$ cat config.mk
export PLATFORM = sky130hd
export DESIGN_NAME = song_data_server
export DESIGN_NICKNAME = d
export VERILOG_FILES = /design/src/rtl/song_data_server.sv
export SDC_FILE = /design/constraint.sdc
export NUM_CORES = 1
export LEC_CHECK = 0
export BUFFER_PORTS_ARGS = -buffer_cell sky130_fd_sc_hd__buf_2
export CORE_MARGIN = 5
export CORE_UTILIZATION = 38
export DETAILED_ROUTE_END_ITERATION = 16
export SYNTH_ARGS = -nofsm -noshare
export SYNTH_HDL_FRONTEND = slang
export SYNTH_SLANG_ARGS = --single-unit
$ cat constraint.sdc
create_clock -name CLK -period 3.05 [get_ports CLK]
set_input_delay 0.4575 -clock CLK [delete_from_list [all_inputs] [get_ports CLK]]
set_output_delay 0.4575 -clock CLK [all_outputs]
set_load 0.05 [all_outputs]
$ cat src/rtl/song_data_server.sv
// song_data_server: looks up a song in a byte-ROM directory and serves its bytes one request at a time.
module song_data_server #(
  parameter int rom_addr_width = 16,
  parameter int dir_entry_bytes = 4
) (
  input  logic                      CLK,
  input  logic                      RESET,
  input  logic                      restart,
  input  logic [7:0]                init_index,
  input  logic [7:0]                init_aux_info,
  input  logic                      request_data,
  output logic                      data_ready,
  output logic [7:0]                cpu_data_in,
  output logic                      transmit_finished,
  output logic [rom_addr_width-1:0] rom_addr,
  output logic                      rom_en,
  input  logic [7:0]                rom_data,
  output logic                      busy,
  output logic                      overrun
);
  localparam logic [2:0] IDLE = 3'd0, DIR = 3'd1, READY = 3'd2, FETCH = 3'd3,
                         WAIT = 3'd4, RESP = 3'd5, DONE = 3'd6;
  logic [2:0] st, cnt;
  logic [7:0] idx, base_hi, base_lo, len_hi, len_lo;
  logic pre_on, pending, is_pre, dir_end, last, accept, consume, to_done, unused_aux;
  logic [16:0] len_total, sent, pre, new_total;
  logic [rom_addr_width-1:0] addr_q, dir_addr, fetch_addr;
  assign unused_aux = ^init_aux_info[7:1];
  always_comb begin
    pre = pre_on ? 17'd2 : 17'd0;
    is_pre = sent < pre;
    new_total = {1'b0, len_hi, rom_data} + pre;
    dir_end = st == DIR && cnt == 3'd4;
    last = sent + 17'd1 == len_total;
    accept = request_data && st != IDLE && st != DONE;
    consume = pending && (st == READY || (st == RESP && !last) || (dir_end && new_total != 17'd0));
    to_done = (dir_end && new_total == 17'd0) || (st == RESP && last);
    dir_addr = rom_addr_width'(idx * dir_entry_bytes) + rom_addr_width'(cnt);
    fetch_addr = rom_addr_width'({base_hi, base_lo}) + rom_addr_width'(sent - pre);
    rom_en = (st == DIR && cnt < 3'd4) || (st == FETCH && !is_pre);
    rom_addr = !rom_en ? addr_q : st == DIR ? dir_addr : fetch_addr;
    data_ready = st == RESP;
    busy = st == DIR || st == FETCH || st == WAIT || st == RESP;
    transmit_finished = st == DONE || (st == RESP && last);
  end
  always_ff @(posedge CLK or posedge RESET) begin
    if (RESET) begin
      st <= IDLE;
      cnt <= '0;
      idx <= '0;
      pre_on <= 1'b0;
      base_hi <= '0;
      base_lo <= '0;
      len_hi <= '0;
      len_lo <= '0;
      len_total <= '0;
      sent <= '0;
      pending <= 1'b0;
      overrun <= 1'b0;
      addr_q <= '0;
      cpu_data_in <= '0;
    end else if (restart) begin
      st <= DIR;
      cnt <= '0;
      idx <= init_index;
      pre_on <= init_aux_info[0];
      pending <= 1'b0;
      overrun <= 1'b0;
      addr_q <= rom_addr;
    end else begin
      addr_q <= rom_addr;
      // a request consumed on this edge frees the slot for one arriving on the same edge
      pending <= to_done ? 1'b0 : consume ? accept : pending | accept;
      overrun <= overrun | (accept & pending & ~consume);
      case (st)
        DIR: begin
          cnt <= cnt + 3'd1;
          if (cnt == 3'd1) base_hi <= rom_data;
          if (cnt == 3'd2) base_lo <= rom_data;
          if (cnt == 3'd3) len_hi <= rom_data;
          if (dir_end) begin
            len_lo <= rom_data;
            len_total <= new_total;
            sent <= '0;
            st <= new_total == 17'd0 ? DONE : pending ? FETCH : READY;
          end
        end
        READY: st <= pending ? FETCH : READY;
        FETCH: st <= WAIT;
        WAIT: begin
          cpu_data_in <= is_pre ? (sent[0] ? len_lo : len_hi) : rom_data;
          st <= RESP;
        end
        RESP: begin
          sent <= sent + 17'd1;
          st <= last ? DONE : pending ? FETCH : READY;
        end
        default: ;
      endcase
    end
  end
endmodule

==> results.md <==
* Synthesized netlist cell count at roughly 760
* Area growth from synthesis to layout at 34.3%
* Min Clock Period, post-route at between 3 and 4 ns
* Initial standard-cell utilization of the core at between 30% and 40%
* Antenna Violating Nets Remaining at 0
* Synth Net Count at 830
* Commonest cells after routing, fill and taps aside: 105 x dfrtp_1, 97 x buf_4, 89 x nand2_1
* Number of rows created at floorplan at 48
* Least-Margin Pin Slew at ~0.78 ns
* Worst vdd ir at around 1000 uV
* Longest Clk Path Bufs at 2
* Clock-pin slew on the worst setup and hold paths at ~0.08 ns
* Kind of path behind the tightest hold check: in2async
* Share of flip-flops with an asynchronous set or reset at between 90% and 100%
* Root buffer cell: clkbuf_16
* Clock tree from TritonCTS: built
* CTS hold repair buffers at 0
* Max FO, Critical Path at 10
* DRC errors left at 0
* GRT Max-Usage Layer: met2
* Global route total overflow at 0
* Final setup vio count at 18
* Final cycle utilization of the critical path at 114%
* Met2 GRT Util at roughly 29%
* Drt total wl at between 15 and 20 mm
* Synthesized area per cell at slightly below 9 um2
* CTS Buf Count at 9
* Net count, final at 965
* Die Wd at approximately 140 um
* Post-synth cell types at 65
* Routability cong. at a little under 0.9
* Die Y at 144 um
* Finished Layout Cells at approximately 1100
* Final HPWL DP at 13.5 mm
* Number of sinks handled by clock tree synthesis at ~110
* Fin worst setup slack at -0.426 ns
* Level count of the clock H-tree at 3
* Met1 Use GR at 26.4%
* Post-synthesis sequential area ratio at between 30% and 40%
* Reported max-cap violation count at 0
* Cell area after synthesis at around 6800 um2
* Port-buffer cells at about 50
* Area of the die at between 20000 and 25000 um2
* Global-route total usage across every layer at around 19%
* Failing checks: negative setup slack
* GRT met3 Usage at around 2.9%
* Unrepaired setup endpoints after global routing: yes
* Vias in the first global route at between 5000 and 6000
* Number of antenna diodes at 0
* Cell Count Post-Placement at approximately 1100
* Required time of the critical path at between 2 and 3 ns
* Core area at between 15000 and 20000 um2
* Total power at about 10 mW
* Number of warnings reported in the yosys synthesis log at 0
* Pin count of the biggest net entering global routing at 40
* Number of antenna violations at the first check in global routing at 0
* Max frequency at around 0.29 GHz
* First-pass GRT wire length at about 31 mm
* Most common cell after layout, fill and taps aside: dfrtp_1
* Post-DR vias/cell at about 5.3
* Total vias in the final route at 5949
* Setup crit end kind: output pin
* PwrDens at between 1000 and 1500 nW/um2
* CP Class: reg2out
* Final clock skew at approximately 0.0076 ns
* Post-synth EDFFs at 0
* Post-synthesis register bit count at around 110
* Final Max Tran Viols at 0
* Status: complete, but fails checks
* Clock latency on the worst-skew pair at between 0.3 and 0.4 ns
* Drt pass-1 iters at 4
* Normalized max-slew margin at 48.2%
* Leakage power summed over all cells at 4.12 nW
* Data arrival at the endpoint of the critical path at roughly 3.0 ns
* Final Hold Fails at 0
* Dominant synthesized flop cell: dfrtp_1
* CP Launch Type: register
* Boundary pin count at 57
* Share of cells above drive strength 1 at 34.6%
* Routed length per instance at between 15 and 20 um
* DRT iter0 DRCs at 290
## through the flow
step                util (%)  hold WS [ns]  TNS (ns)  cell area (um2)  setup WS, ns
floorplan                  -         0.450    -0.346             7100        -0.193
global placement        47.2         0.449     -1.36             8210        -0.380
detailed placement      47.2         0.456     -1.81             8210        -0.388
CTS                     51.0         0.234     -5.46             8880        -0.495
global route            52.4         0.278     -6.17             9130        -0.528
finish                  52.4         0.225     -3.92             9130        -0.426
## final cells by class
cell class | count | area (um2)
fill | 1625 | 8290
multi-input combinational | 546 | 4310
sequential | 106 | 2650
timing repair buffer | 162 | 1320
inverter | 73 | 283
tap | 225 | 282
clock buffer | 10 | 229
clock inverter | 6 | 50.0
## Yosys cell counts (7+ instances only)
library cell | number | area, um2
ha_1 | 38 | 475
xnor2_1 | 36 | 315
a31oi_1 | 7 | 43.8
nor3_1 | 19 | 95.1
o31ai_1 | 10 | 75.1
nor4_1 | 7 | 43.8
nand4_1 | 12 | 75.1
a211oi_1 | 9 | 67.6
nand2_1 | 92 | 345
o21ai_0 | 75 | 375
inv_1 | 72 | 270
mux2i_1 | 9 | 90.1
a21oi_1 | 25 | 125
dfrtp_1 | 106 | 2650
nor2_1 | 41 | 154
clkbuf_1 | 28 | 105
xor2_1 | 19 | 166
nand3_1 | 28 | 140
mux2_2 | 39 | 439
## sequential cells by signal, summed over array words and instances, names as in the netlist
signal / count
addr_q: 16
base_hi: 8
base_lo: 8
cnt: 3
cpu_data_in: 8
idx: 8
len_hi: 8
len_lo: 8
len_total: 16
overrun: 1
pending: 1
pre_on: 1
sent: 17
st: 3
## worst max-delay path, stage by stage, from the launching register on
cell and delay (ns):
dfrtp_1 0.37, buf_6 0.17, nand3_1 0.12, or4_4 0.51
a2111oi_4 0.33, nand4_1 0.16, nor4_2 0.23, buf_4 0.19
and2_4 0.14, nand3b_1 0.12, a21oi_4 0.15, buf_6 0.17
## path summary, 6_finish.rpt
check	startpoint	endpoint	slack [ns]	depth (start not counted)
max	sent[2]	transmit_finished	-0.43	11
max in group asynchronous	RESET	sent[6]	2.17	3
max reg2reg	pre_on	st[0]	0.19	9
min reg2reg	addr_q[9]	addr_q[9]	0.49	2
min in group CLK	init_index[6]	idx[6]	0.33	2
min	RESET	overrun	0.22	2
## power breakdown
group          internal [mW]  switching, mW  leakage, nW  total, mW
Combinational           3.15           3.91         2.63       7.06
Sequential              1.88          0.401         1.35       2.29
Clock                  0.565          0.561        0.135       1.13
## timing repair
action	4_1_cts	5_1_grt
pin swaps	36	24
cloned	0	1
buffers inserted	8	9
setup endpoints to repair	18	18
resized for setup	83	42
## cell families (layout without fill, tap and decap cells)
family          count (synthesis)  count (layout)  share of synthesized area (%)
compound gates                161             161                           14.7
mux                            48              48                           7.79
simple gates                  243             243                           17.8
fa+ha+maj                      39              39                           7.29
buf+inv                       111             251                           6.35
xor+xnor                       55              55                           7.09
flops                         106             106                           39.0
## per-layer routing
metal	wire length, um	share of wire, %
met1	8860	48
met2	8620	46
met3	810	4.4
met4	305	1.6
met5	0	0
Note: power is estimated with default switching activity, not from simulation.
